**src/rtl/ps2_keymap.sv**
```systemverilog
`default_nettype none
// ============================================================================
// Module      : ps2_keymap
// Description : Receives PS/2 keyboard frames and keeps a held/released level
//               for a small set of configured keys. It decodes Set-2 make and
//               break sequences, including E0-extended codes.
//
// Parameters  : NKEYS       - number of tracked keys (1..16)
//               KEY_CODES   - 9 bits per key; slice i = {E0 flag, make code}
//               TIMEOUT_CYC - idle clk cycles allowed between PS/2 falling
//                             edges inside a frame
// Ports       : clk         - system clock
//               rst         - synchronous active-high reset
//               ps2_clk     - asynchronous PS/2 clock
//               ps2_data    - asynchronous PS/2 data
//               keys        - per-key level, 1 while held
//               key_press   - one-cycle pulse on a key's 0->1 transition
//               frame_err   - one-cycle pulse on a rejected or timed-out frame
// Options     : PS2_KEYMAP_PRESS_PULSE_EN - when defined, key_press is
//               generated. When undefined, key_press is constant 0.
// Revision    : 1.0 - initial release
// ============================================================================
module ps2_keymap #(
    parameter int                 NKEYS       = 3,
    parameter logic [9*NKEYS-1:0] KEY_CODES   = {9'h174, 9'h16B, 9'h029},
    parameter int                 TIMEOUT_CYC = 5000
) (
    input  logic             clk,
    input  logic             rst,
    input  logic             ps2_clk,
    input  logic             ps2_data,
    output logic [NKEYS-1:0] keys,
    output logic [NKEYS-1:0] key_press,
    output logic             frame_err
);

    localparam int         c_TW    = $clog2(TIMEOUT_CYC + 1);
    localparam logic [c_TW-1:0] c_TLIM = c_TW'(TIMEOUT_CYC - 1);

    // ------------------------------------------------------------------------
    // Synchronisers and falling-edge detect. All flops idle high, which
    // matches the bus idle level, so reset never creates a false edge.
    // ------------------------------------------------------------------------
    logic [1:0] r_clk_sync;
    logic [1:0] r_dat_sync;
    logic       r_clk_prev;
    logic       w_fall;

    always_ff @(posedge clk) begin
        if (rst) begin
            r_clk_sync <= 2'b11;
            r_dat_sync <= 2'b11;
            r_clk_prev <= 1'b1;
        end else begin
            r_clk_sync <= {r_clk_sync[0], ps2_clk};
            r_dat_sync <= {r_dat_sync[0], ps2_data};
            r_clk_prev <= r_clk_sync[1];
        end
    end

    assign w_fall = r_clk_prev & ~r_clk_sync[1];

    // ------------------------------------------------------------------------
    // Frame receiver. Bits are shifted in from the top. After 11 edges,
    // r_frame[0] holds the start bit and r_frame[10] holds the stop bit.
    // r_eval marks the cycle after the stop-bit edge, when the frame is judged.
    // ------------------------------------------------------------------------
    logic [3:0]      r_bitcnt;
    logic [10:0]     r_frame;
    logic            r_eval;
    logic [c_TW-1:0] r_tcnt;
    logic            w_timeout;

    // The timeout fires on the TIMEOUT_CYC-th consecutive idle cycle of a
    // partially received frame.
    assign w_timeout = ~w_fall && (r_bitcnt != 4'd0) && (r_tcnt == c_TLIM);

    always_ff @(posedge clk) begin
        if (rst) begin
            r_bitcnt <= 4'd0;
            r_frame  <= 11'h7FF;
            r_eval   <= 1'b0;
            r_tcnt   <= '0;
        end else begin
            r_eval <= 1'b0;
            if (w_fall) begin
                r_frame <= {r_dat_sync[1], r_frame[10:1]};
                r_tcnt  <= '0;
                if (r_bitcnt == 4'd10) begin
                    r_bitcnt <= 4'd0;
                    r_eval   <= 1'b1;
                end else begin
                    r_bitcnt <= r_bitcnt + 4'd1;
                end
            end else if (r_bitcnt != 4'd0) begin
                if (w_timeout) begin
                    r_bitcnt <= 4'd0;
                    r_tcnt   <= '0;
                end else begin
                    r_tcnt <= r_tcnt + 1'b1;
                end
            end else begin
                r_tcnt <= '0;
            end
        end
    end

    logic [7:0] w_byte;
    logic       w_frame_ok;
    logic       w_byte_done;
    logic       w_bad_frame;

    assign w_byte      = r_frame[8:1];
    // The 8 data bits plus the parity bit must contain an odd number of ones.
    assign w_frame_ok  = ~r_frame[0] & r_frame[10] & (^r_frame[9:1]);
    assign w_byte_done = r_eval & w_frame_ok;
    assign w_bad_frame = r_eval & ~w_frame_ok;

    logic r_frame_err;

    always_ff @(posedge clk) begin
        if (rst) begin
            r_frame_err <= 1'b0;
        end else begin
            r_frame_err <= w_bad_frame | w_timeout;
        end
    end

    assign frame_err = r_frame_err;

    // ------------------------------------------------------------------------
    // Make/break decoder
    // ------------------------------------------------------------------------
    typedef enum logic [1:0] {
        S_IDLE    = 2'd0,
        S_EXT     = 2'd1,
        S_BRK     = 2'd2,
        S_EXT_BRK = 2'd3
    } state_t;

    state_t r_state;

    logic w_is_e0;
    logic w_is_f0;
    logic w_ext;
    logic w_rel;
    logic w_ignore;
    logic w_is_code;
    logic [8:0] w_code;

    assign w_is_e0 = (w_byte == 8'hE0);
    assign w_is_f0 = (w_byte == 8'hF0);
    assign w_ext   = (r_state == S_EXT) || (r_state == S_EXT_BRK);
    assign w_rel   = (r_state == S_BRK) || (r_state == S_EXT_BRK);
    assign w_code  = {w_ext, w_byte};

    // These bytes are controller responses or error codes, not key codes.
    assign w_ignore = (w_byte == 8'h00) || (w_byte == 8'hAA) ||
                      (w_byte == 8'hEE) || (w_byte == 8'hFA) ||
                      (w_byte == 8'hFE) || (w_byte == 8'hFF);

    // An E0 that follows a bare F0 does not start an extended sequence.
    // It is handled as an ordinary code byte that matches nothing and
    // returns the decoder to idle.
    assign w_is_code = w_byte_done & ~w_is_f0 &
                       ~(w_is_e0 && (r_state != S_BRK));

    always_ff @(posedge clk) begin
        if (rst) begin
            r_state <= S_IDLE;
        end else if (w_bad_frame) begin
            r_state <= S_IDLE;
        end else if (w_byte_done) begin
            if (w_is_f0) begin
                case (r_state)
                    S_IDLE:  r_state <= S_BRK;
                    S_EXT:   r_state <= S_EXT_BRK;
                    default: r_state <= r_state;
                endcase
            end else if (w_is_e0 && (r_state != S_BRK)) begin
                r_state <= S_EXT;
            end else begin
                r_state <= S_IDLE;
            end
        end
    end

    // ------------------------------------------------------------------------
    // Key matching. Every slot whose code matches is updated, so duplicate
    // codes in KEY_CODES all follow the same physical key.
    // ------------------------------------------------------------------------
    logic [NKEYS-1:0] w_match;

    for (genvar gi = 0; gi < NKEYS; gi++) begin : g_match
        assign w_match[gi] = w_is_code && ~w_ignore &&
                             (KEY_CODES[9*gi +: 9] == w_code);
    end

    logic [NKEYS-1:0] r_keys;

    always_ff @(posedge clk) begin
        if (rst) begin
            r_keys <= '0;
        end else begin
            for (int i = 0; i < NKEYS; i++) begin
                if (w_match[i]) begin
                    r_keys[i] <= ~w_rel;
                end
            end
        end
    end

    assign keys = r_keys;

`ifdef PS2_KEYMAP_PRESS_PULSE_EN
    // The pulse register updates on the same edge as r_keys. It is high in
    // exactly the first cycle a key reads 1. Typematic repeats find the key
    // already set, so they produce no pulse.
    logic [NKEYS-1:0] r_press;

    always_ff @(posedge clk) begin
        if (rst) begin
            r_press <= '0;
        end else begin
            r_press <= (w_rel ? '0 : w_match) & ~r_keys;
        end
    end

    assign key_press = r_press;
`else
    assign key_press = '0;
`endif

endmodule
`default_nettype wire

```
**config.mk**
```make
export PLATFORM = sky130hd
export DESIGN_NAME = ps2_keymap
export DESIGN_NICKNAME = d
export VERILOG_FILES = /design/src/rtl/ps2_keymap.sv
export SDC_FILE = /design/constraint.sdc
export NUM_CORES = 1
export LEC_CHECK = 0
export BUFFER_PORTS_ARGS = -buffer_cell sky130_fd_sc_hd__buf_2
export CAP_MARGIN = 20
export CORE_MARGIN = 2
export CORE_UTILIZATION = 60
export DETAILED_ROUTE_END_ITERATION = 8
export GPL_TIMING_DRIVEN = 1
export PLACE_DENSITY_LB_ADDON = 0.25
export REMOVE_ABC_BUFFERS = 1
export SLEW_MARGIN = 15
export SYNTH_ARGS = -nofsm -noshare
export SYNTH_HDL_FRONTEND = slang
export SYNTH_SLANG_ARGS = --single-unit
```
**constraint.sdc**
```tcl
create_clock -name clk -period 5 [get_ports clk]
set_input_delay 1.5 -clock clk [delete_from_list [all_inputs] [get_ports clk]]
set_output_delay 1.5 -clock clk [all_outputs]
set_load 0.01 [all_outputs]
```
==> flow_summary_export.csv, run 1 <==
group,metric,value,unit
layout,register_area,801,µm²
worst_setup_path,cpMaxStageDelayCell,"dfxtp_1",
placed_design,io_buffer_count,7,
layout,area_growth,5.23,%
logic_synthesis,synth-edff-count,0,
drt,drt_iter0_markers,83,
logic_synthesis,ys_types,45,
logic_synthesis,yosysTopAreaCell,"dfxtp_1",
placed_design,dpl.hpwl,2680,µm
flow_run,maxCapViolCount,0,
layout,fin_nets,249,
layout,antenna_cells,0,
hold_path,min_path_type,"reg2reg",
power_and_ir_drop,seqPwrFrac,60.1,%
worst_setup_path,cp_data_arrival_time,0.83,ns
logic_synthesis,netlist_instances,219,
power_and_ir_drop,combPwrFrac,9.1,%
logic_synthesis,ys_seq_elements,40,
hold_path,whs_endpoint,"r_clk_sync[1]",
worst_setup_path,timing.rr.start,"r_frame[1]",
drt,drc_errors,0,
hold_path,hp-start,"r_clk_sync[0]",
cts,clk_pin_slew,0.11,ns
placed_design,pre_cts_slack,2.48,ns
sta,worst_pin_slew,0.775,ns
power_and_ir_drop,sw_frac_of_total,24.5,%
cts,post-cts-setup-buffer-count,0,
power_and_ir_drop,power.share.clock,30.8,%
drt,drtAntennaViolNets,0,
cts,htreeDepth,2,
floorplanning,die_area,0.00379,mm²
worst_setup_path,ff2ff_path_depth,7,
worst_setup_path,crit_path_max_fanout,2,
logic_synthesis,yosys_warnings,0,
power_and_ir_drop,power.density,263,mW/mm²
global_routing,grt_use_total,21.9,%
worst_setup_path,required,3.50,ns
cts,clock_sinks,40,
floorplanning,initial_utilization,64.0,%
layout,drive_gt1_share,11.5,%
cts,cts_tree,"yes",
worst_setup_path,rrSetupSlack,2.83,ns
global_routing,grt_max_degree,24,
floorplanning,die_w,61.5,µm
sta,finalWorstSetupSlack,2.67,ns
worst_setup_path,cp_cell_sequence,"buf_2",
logic_synthesis,synthArstFlopShare,0,%
placed_design,routabilityCongestion,0.886,
power_and_ir_drop,ir_drop,186,µV
layout,fill_cells,293,
placed_design,dp.cells,263,
logic_synthesis,syn_avg_cell_area,9.07,µm²
global_routing,grt_pass1_vias,1428,
power_and_ir_drop,p_sw,0.000135,W
sta,fin_tns_setup,0,ns
sta,timing.hold.ws,0.426,ns
worst_setup_path,reg2reg_to,"keys[2]",
sta,fin_crit_sh,46.6,%
worst_setup_path,critPathMaxStageDelay,0.36,ns
cts,clockBufferDepth,2,
drt,num_vias,1507,
cts,hold_buffers,0,
worst_setup_path,crit_path_end_kind,"primary output",
layout,multi_input_area,0.00109,mm²
global_routing,grt_pass1_wl,6040,µm
drt,wire_per_inst,13.3,µm
floorplanning,io-pin-count,11,
hold_path,holdPathStages,1,
worst_setup_path,startpoint_type,"register",
sta,period_needed,2.33,ns
floorplanning,die_h,61.5,µm
cts,cts_resized,0,
logic_synthesis,synth_flop_cell,"dfxtp_1",
power_and_ir_drop,cell_internal_pwr,0.000416,W
cts,clkLatencyLatePin,0.34,ns
sta,relSlewSlack,48.4,%
logic_synthesis,yosysSeqAreaShare,40.3,%
drt,viasPerCell,5.56,
sta,drv_slew,0,
power_and_ir_drop,p_leak,0.891,nW
logic_synthesis,yosysTopAreaCellShare,40.3,%
floorplanning,core,0.00310,mm²
cts,cts_root_buf,"clkbuf_4",
sta,fin_skew,0.00612,ns
logic_synthesis,netlist_area,0.00199,mm²
cts,cts_made_buffers,5,
global_routing,overflow,0,
worst_setup_path,path_class,"reg2out",
worst_setup_path,cp_top_family,"flip-flops",
sta,finalHoldViolCount,0,
sta,rsz0062_at_grt,"no",
drt,drt-pass1-iter-count,4,
sta,setup_viol,0,
layout,fin_cells,271,
logic_synthesis,synth_area_leaders,"dfxtp_1 40%, ha_1 12%, nand2_1 4.5%",
global_routing,antenna_found_initial,0,
run_status,outcome,"finished clean",
drt,wl,3610,µm
worst_setup_path,worst-path-buf-inv,1,
floorplanning,rows,20,
sta,fmax,0.429,GHz
[cells by family after synthesis]
group | share of synthesized area [%]
AO/OA/AOI/OAI | 8.69
XOR/XNOR | 6.86
adder cells (fa/ha/maj) | 12.0
buffers and inverters | 5.29
flip-flops | 40.3
multiplexers | 1.51
other | 0.189
AND/OR/NAND/NOR | 25.2
[worst max-delay path by stage]
stage / start / endpoint / cells past startpoint
6_report: keys[2] / keys[2] / 1
5_1_grt: keys[2] / keys[2] / 1
4_1_cts: keys[2] / keys[2] / 1
3_5_place_dp: rst / keys[1] / 4
3_3_place_gp: rst / r_state[0] / 3
2_1_floorplan: rst / r_tcnt[10] / 2
[flip-flops by register name, summed over array words and instances, names as in the netlist]
signal / cells
r_tcnt: 13
r_frame: 11
r_bitcnt: 4
keys: 3
r_clk_sync: 2
r_dat_sync: 2
r_state: 2
frame_err: 1
r_clk_prev: 1
r_eval: 1
[synthesized netlist by cell type, drive strengths merged (4+ instances only)]
master,n
a21oi,4
ha,19
xor2,7
or3,5
nand2,24
o211ai,9
nand3,15
nor2,21
xnor2,6
dfxtp,40
inv,14
clkbuf,4
nor3,6
buf,5
or2,5
[layout make-up]
type | instances | area share, %
clock buffer | 8 | 2.81
inverter | 14 | 2.51
multi-input combinational | 158 | 52.1
sequential | 40 | 38.3
tap | 44 | 2.63
timing repair buffer | 7 | 1.68
[metrics by stage]
step	total power [W]	util [%]	cell area, µm²
final	0.000550	67.4	2090
after floorplan	0.000375	-	1940
after global routing	0.000580	67.4	2090
after detailed placement	0.000388	65.5	2030
after CTS	0.000559	67.4	2090
after global placement	0.000385	65.5	2030
[layout by cell type, fill, tap and decap left out, types with 2 or more instances in the layout]
cell,instances
nand2b_1,2
buf_2,7
conb_1,3
o21ai_0,2
inv_1,14
a32oi_1,2
ha_1,19
a21oi_1,3
or3_1,4
and3_1,2
nand4_1,3
dfxtp_1,40
or2_2,5
xor2_1,7
o211ai_1,9
nor2_1,21
nor3_1,6
xnor2_1,6
nand2_1,24
clkbuf_4,5
nand3_1,15
mux2i_1,3
clkbuf_1,2
and2_1,2
[layer usage]
metal,routed length [µm],GRT usage [%]
met5,0,0
met4,38,9.73
met3,139,6.30
met2,1840,38.0
met1,1590,24.9
[power groups by stage]
| stage | registers [W] | clock network [W] | logic [W] |
|---|---|---|---|
| floorplan | 0.000337 | 0 | 0.0000387 |
| global placement | 0.000338 | 0 | 0.0000474 |
| detailed placement | 0.000338 | 0 | 0.0000498 |
| CTS | 0.000331 | 0.000178 | 0.0000501 |
| global route | 0.000332 | 0.000191 | 0.0000566 |
| finish | 0.000331 | 0.000169 | 0.0000500 |
Power figures use the tool's default switching activity.
==> run 2, diff against run 1 <==
CORE_UTILIZATION = 54   (was 60)
clock period = 2 ns   (was 5 ns; I/O delays follow)
==> run 2 against run 1 <==
The flow now finishes with violations (negative setup slack). Wire length fell by 0.58%. Largest cell class unchanged. Combinational power increased to 3.6 times the previous value. Setup slack worse by 2.7 ns. Global-route usage decreased by 3.9 points. Die area is 10% higher. Cell count is 6.6% higher. Non-clock buffer count increased by 14. Hold slack got worse by 0.013 ns.
==> flow_summary_export.csv, run 2 (synthesis gave the netlist of run 1 again) <==
group,metric,value,unit
run_status,outcome,"complete, but fails checks",
run_status,violations,"negative setup slack",
floorplanning,die_h,64.7,µm
cts,cts_root_buf,"clkbuf_8",
global_routing,grt_pass1_vias,1377,
hold_path,hp-start,"r_clk_sync[0]",
sta,worst_pin_slew,0.629,ns
sta,finalHoldViolCount,0,
global_routing,grt_pass1_wl,5970,µm
sta,drv_slew,0,
sta,period_needed,2.02,ns
layout,antenna_cells,0,
sta,fmax,0.496,GHz
worst_setup_path,cpMaxStageDelayCell,"or4_4",
hold_path,min_path_type,"reg2reg",
layout,fin_nets,263,
sta,relSlewSlack,58.0,%
power_and_ir_drop,power.density,730,mW/mm²
sta,timing.hold.ws,0.414,ns
worst_setup_path,startpoint_type,"register",
power_and_ir_drop,p_leak,0.991,nW
layout,multi_input_area,0.00117,mm²
cts,htreeDepth,2,
global_routing,grt_max_degree,20,
cts,hold_buffers,0,
layout,register_area,807,µm²
floorplanning,initial_utilization,55.1,%
cts,cts_made_buffers,5,
global_routing,grt_most_used_layer,"met2",
global_routing,overflow,0,
sta,setup_viol,1,
floorplanning,die_w,64.7,µm
power_and_ir_drop,sw_frac_of_total,22.1,%
worst_setup_path,rrSetupSlack,-0.02,ns
drt,drt-pass1-iter-count,4,
layout,largest_register_ffs,13,
placed_design,dpl.hpwl,2440,µm
power_and_ir_drop,ir_drop,672,µV
drt,num_vias,1494,
placed_design,dp.cells,280,
worst_setup_path,ff2ff_path_depth,8,
drt,drtAntennaViolNets,0,
layout,regMostFlops,"r_tcnt",
worst_setup_path,path_class,"reg2reg",
worst_setup_path,crit_path_end_kind,"register",
power_and_ir_drop,power.share.clock,41.4,%
power_and_ir_drop,p_sw,0.000380,W
floorplanning,core,0.00361,mm²
global_routing,antenna_found_initial,0,
worst_setup_path,worst-path-buf-inv,2,
worst_setup_path,cp_data_arrival_time,2.23,ns
sta,finalWorstSetupSlack,-0.0159,ns
power_and_ir_drop,seqPwrFrac,48.1,%
global_routing,use_met3,3.65,%
floorplanning,die_area,0.00418,mm²
cts,clk_pin_slew,0.08,ns
floorplanning,rows,22,
global_routing,gr-usage-met2,28.8,%
worst_setup_path,reg2reg_to,"keys[0]",
worst_setup_path,critPathMaxStageDelay,0.51,ns
drt,drc_errors,0,
cts,clock_sinks,40,
layout,fin_cells,289,
worst_setup_path,cp_top_family,"simple AND/OR/NAND/NOR gates",
power_and_ir_drop,combPwrFrac,10.5,%
cts,cts_tree,"yes",
worst_setup_path,crit_path_max_fanout,3,
layout,area_growth,18.5,%
global_routing,use_met1,24.2,%
cts,clkLatencyLatePin,0.29,ns
drt,wl,3590,µm
drt,drt_iter0_markers,101,
layout,final_common_cell,"dfxtp_1",
placed_design,routabilityCongestion,0.892,
sta,fin_skew,0.00809,ns
sta,rsz0062_at_grt,"yes",
layout,fill_cells,314,
worst_setup_path,timing.rr.start,"r_frame[1]",
layout,drive_gt1_share,24.9,%
placed_design,io_buffer_count,7,
flow_run,maxCapViolCount,0,
power_and_ir_drop,cell_internal_pwr,0.00134,W
sta,fin_crit_sh,101,%
layout,top_regs,"r_tcnt: 13 flops, r_frame: 11 flops, r_bitcnt: 4 flops",
hold_path,whs_endpoint,"r_clk_sync[1]",
drt,viasPerCell,5.17,
floorplanning,io-pin-count,11,
global_routing,grt_use_total,18.1,%
worst_setup_path,cp_cell_sequence,"inv_1, buf_4, ha_2, a221oi_2, nor3_2, or4_4, nor3_4, mux2i_1",
worst_setup_path,required,2.22,ns
cts,clockBufferDepth,2,
layout,final_cell_mix,"35 x dfxtp_1, 24 x nand2_1, 21 x nor2_1",
hold_path,holdPathStages,1,
drt,wire_per_inst,12.4,µm
run 2: cell types whose count changed in the layout (fill, tap and decap cells not counted), sizes merged:
cell,before,now
bufinv,0,1
clkbuf,8,7
buf,7,21
run 2: metal layers:
metal / wire length (µm) / vias up
met5: 0 / -
met4: 45 / 0
met3: 91 / 5
met2: 1710 / 18
met1: 1750 / 687
li1: - / 784
run 2: repair_timing:
item                       in CTS  in global routing
pin swaps                       2                  9
setup endpoints to repair       2                  6
setup buffers                   0                  1
resized for setup               4                 17
run 2: cell type report:
class                   count  share of cell area [%]
multi-input cells         158                    49.6
flip-flops and latches     40                    34.3
repair buffers             21                    5.95
clock buffers               7                    4.09
well taps                  48                    2.55
inverters                  14                    2.23
clock inverters             1                    1.28
run 2: metrics by stage:
step	setup TNS, ns	area [µm²]	utilization, %	total power [W]	setup WS (ns)
2_1_floorplan	0	1940	-	0.000939	0.0343
5_1_grt	-0.164	2350	65.3	0.00178	-0.0964
3_5_place_dp	-0.0391	2130	59.2	0.000991	-0.0329
3_3_place_gp	0	2130	59.2	0.000989	0.0381
6_report	-0.0159	2350	65.3	0.00172	-0.0159
4_1_cts	0	2290	63.5	0.00172	0.000643
run 2: worst max path at each step:
| stage | from | end | slack [ns] | cells after the start |
|---|---|---|---|---|
| after global placement | r_frame[3] | keys[0] | 0.04 | 7 |
| after floorplan | r_frame[1] | keys[2] | 0.03 | 7 |
| final | r_frame[1] | keys[0] | -0.02 | 8 |
| after global routing | r_frame[1] | keys[0] | -0.1 | 8 |
| after CTS | r_frame[1] | keys[2] | 0.0006 | 7 |
| after detailed placement | r_frame[1] | keys[2] | -0.03 | 7 |
run 2: power groups by stage:
stage	clock network [W]	registers (W)	logic, W
4_1_cts	0.000734	0.000825	0.000163
3_3_place_gp	0	0.000842	0.000146
5_1_grt	0.000756	0.000828	0.000199
6_report	0.000711	0.000826	0.000180
3_5_place_dp	0	0.000843	0.000148
2_1_floorplan	0	0.000842	0.0000968
run 2: worst reg2reg max path: cells and delay by family, from the launching register on:
kind            cells  cell delay [ns]
mux                 1             0.20
buf+inv             2             0.19
compound gates      1             0.24
flops               1             0.33
fa+ha+maj           1             0.19
simple gates        3             0.80
==> run 3, diff against run 2 <==
CORE_MARGIN = 4   (was 2)
==> run 3 against run 2 <==
Count of clock-buffer cells in the layout is 1 lower. Non-clock buffer count is 1 higher. Sequential share of layout area is 0.27 points lower. Sequential power hardly changed. Largest power group unchanged. The flow now finishes without violations.
==> flow_summary_export.csv, run 3 (synthesis gave the netlist of run 1 again) <==
group,metric,value,unit
layout,final_cell_mix,"33 x dfxtp_1, 24 x nand2_1, 21 x nor2_1",
sta,period_needed,1.94,ns
layout,top_regs,"r_tcnt: 13 flops, r_frame: 11 flops, r_bitcnt: 4 flops",
cts,cts_tree,"yes",
power_and_ir_drop,sw_frac_of_total,23.3,%
layout,fin_cells,288,
sta,fmax,0.515,GHz
power_and_ir_drop,power.share.clock,38.6,%
cts,cts_made_buffers,5,
power_and_ir_drop,seqPwrFrac,49.6,%
cts,clock_sinks,40,
floorplanning,die_h,68.7,µm
drt,viasPerCell,5.44,
drt,drt-pass1-iter-count,5,
power_and_ir_drop,p_sw,0.000389,W
worst_setup_path,crit_path_end_kind,"register",
layout,final_common_cell,"dfxtp_1",
layout,fill_cells,281,
flow_run,maxCapViolCount,0,
floorplanning,die_w,68.7,µm
global_routing,grt_max_degree,20,
placed_design,io_buffer_count,7,
sta,finalWorstSetupSlack,0.0565,ns
power_and_ir_drop,combPwrFrac,11.8,%
drt,wl,3940,µm
power_and_ir_drop,ir_drop,614,µV
layout,drive_gt1_share,26.9,%
layout,area_growth,19.8,%
layout,fin_nets,264,
floorplanning,rows,21,
power_and_ir_drop,cell_internal_pwr,0.00128,W
sta,worst_pin_slew,0.609,ns
sta,drv_slew,0,
drt,drc_errors,0,
worst_setup_path,required,2.22,ns
floorplanning,die_area,0.00471,mm²
global_routing,antenna_found_initial,0,
power_and_ir_drop,p_leak,0.981,nW
layout,final_util,69.1,%
drt,wire_per_inst,13.7,µm
hold_path,min_path_type,"reg2reg",
placed_design,dp.cells,276,
cts,hold_buffers,0,
sta,fin_skew,0.00733,ns
worst_setup_path,cp_data_arrival_time,2.17,ns
sta,timing.hold.ws,0.413,ns
run_status,outcome,"finished clean",
placed_design,dpl.hpwl,2450,µm
layout,regMostFlops,"r_tcnt",
global_routing,grt_pass1_vias,1409,
floorplanning,core,0.00344,mm²
worst_setup_path,path_class,"reg2reg",
worst_setup_path,startpoint_type,"register",
layout,antenna_cells,0,
layout,largest_register_ffs,13,
cts,clkLatencyLatePin,0.29,ns
power_and_ir_drop,power.density,701,mW/mm²
global_routing,grt_use_total,17.4,%
worst_setup_path,crit_path_max_fanout,4,
drt,drtAntennaViolNets,0,
sta,setup_viol,0,
sta,relSlewSlack,59.3,%
global_routing,overflow,0,
cts,clockBufferDepth,2,
global_routing,grt_pass1_wl,6110,µm
cts,clk_pin_slew,0.08,ns
placed_design,routabilityCongestion,0.840,
drt,num_vias,1568,
cts,cts_root_buf,"clkbuf_8",
placed_design,pre_cts_slack,-0.00743,ns
floorplanning,io-pin-count,11,
sta,fin_crit_sh,97.2,%
drt,drt_iter0_markers,68,
floorplanning,initial_utilization,57.7,%
cts,htreeDepth,2,
sta,finalHoldViolCount,0,
-- run 3: changes by cell type in the layout (fill, tap and decap cells not counted), moves of 2 or more --
| cell | previous run | this run |
|---|---|---|
| clkbuf_8 | 7 | 5 |
| nor3_2 | 1 | 3 |
| dfxtp_2 | 5 | 7 |
| ha_2 | 4 | 2 |
| dfxtp_1 | 35 | 33 |
| ha_4 | 1 | 4 |
-- run 3: what timing repair did --
item	4_1_cts	5_1_grt
resized for setup	0	28
setup endpoints to repair	2	6
pin swaps	1	9
hold endpoints to repair	0	0
setup buffers	0	4
-- run 3: final timing paths --
| kind | startpoint | to | slack [ns] | cells after the start |
|---|---|---|---|---|
| worst max-delay path | r_frame[1] | keys[0] | 0.06 | 7 |
| worst min-delay path | r_dat_sync[0] | r_dat_sync[1] | 0.41 | 1 |
| worst max register to register | r_frame[1] | keys[0] | 0.06 | 7 |
| worst min register to register | r_dat_sync[0] | r_dat_sync[1] | 0.41 | 1 |
-- run 3: area by class of cell --
cell class	instances	area (µm²)	share of cell area [%]
Inverter	14	55.1	2.31
Clock inverter	2	35.0	1.47
Multi-Input combinational cell	158	1200	50.5
Sequential cell	40	810	34.0
Clock buffer	6	72.6	3.05
Timing Repair Buffer	22	148	6.20
Tap cell	46	57.6	2.42
-- run 3: layer usage --
metal	wire (µm)	part of all wire (%)	GRT usage, %
met5	0	0	0
met4	34	0.86	6.95
met3	211	5.4	5.51
met2	1880	48	27.2
met1	1820	46	22.1
-- run 3: critical path, cell delays in order (launching register included) --
cell	delay, ns
dfxtp_2	0.33
inv_1	0.05
ha_2	0.21
a221oi_2	0.29
nor3_2	0.09
or4_1	0.50
nor3_2	0.21
mux2i_1	0.19
-- run 3: metrics by stage --
step	total power [W]	area [µm²]	TNS [ns]
final	0.00167	2380	0
after global routing	0.00174	2380	-0.0684
after CTS	0.00162	2220	-0.0675
after detailed placement	0.000988	2120	-0.0132
after global placement	0.000987	2120	0
after floorplan	0.000939	1940	0
-- run 3: power groups by stage --
stage | sequential, W | clock, W | combinational (W)
after floorplan | 0.000842 | 0 | 0.0000968
after global placement | 0.000842 | 0 | 0.000145
after detailed placement | 0.000843 | 0 | 0.000145
after CTS | 0.000824 | 0.000652 | 0.000148
after global routing | 0.000830 | 0.000690 | 0.000217
final | 0.000828 | 0.000644 | 0.000197
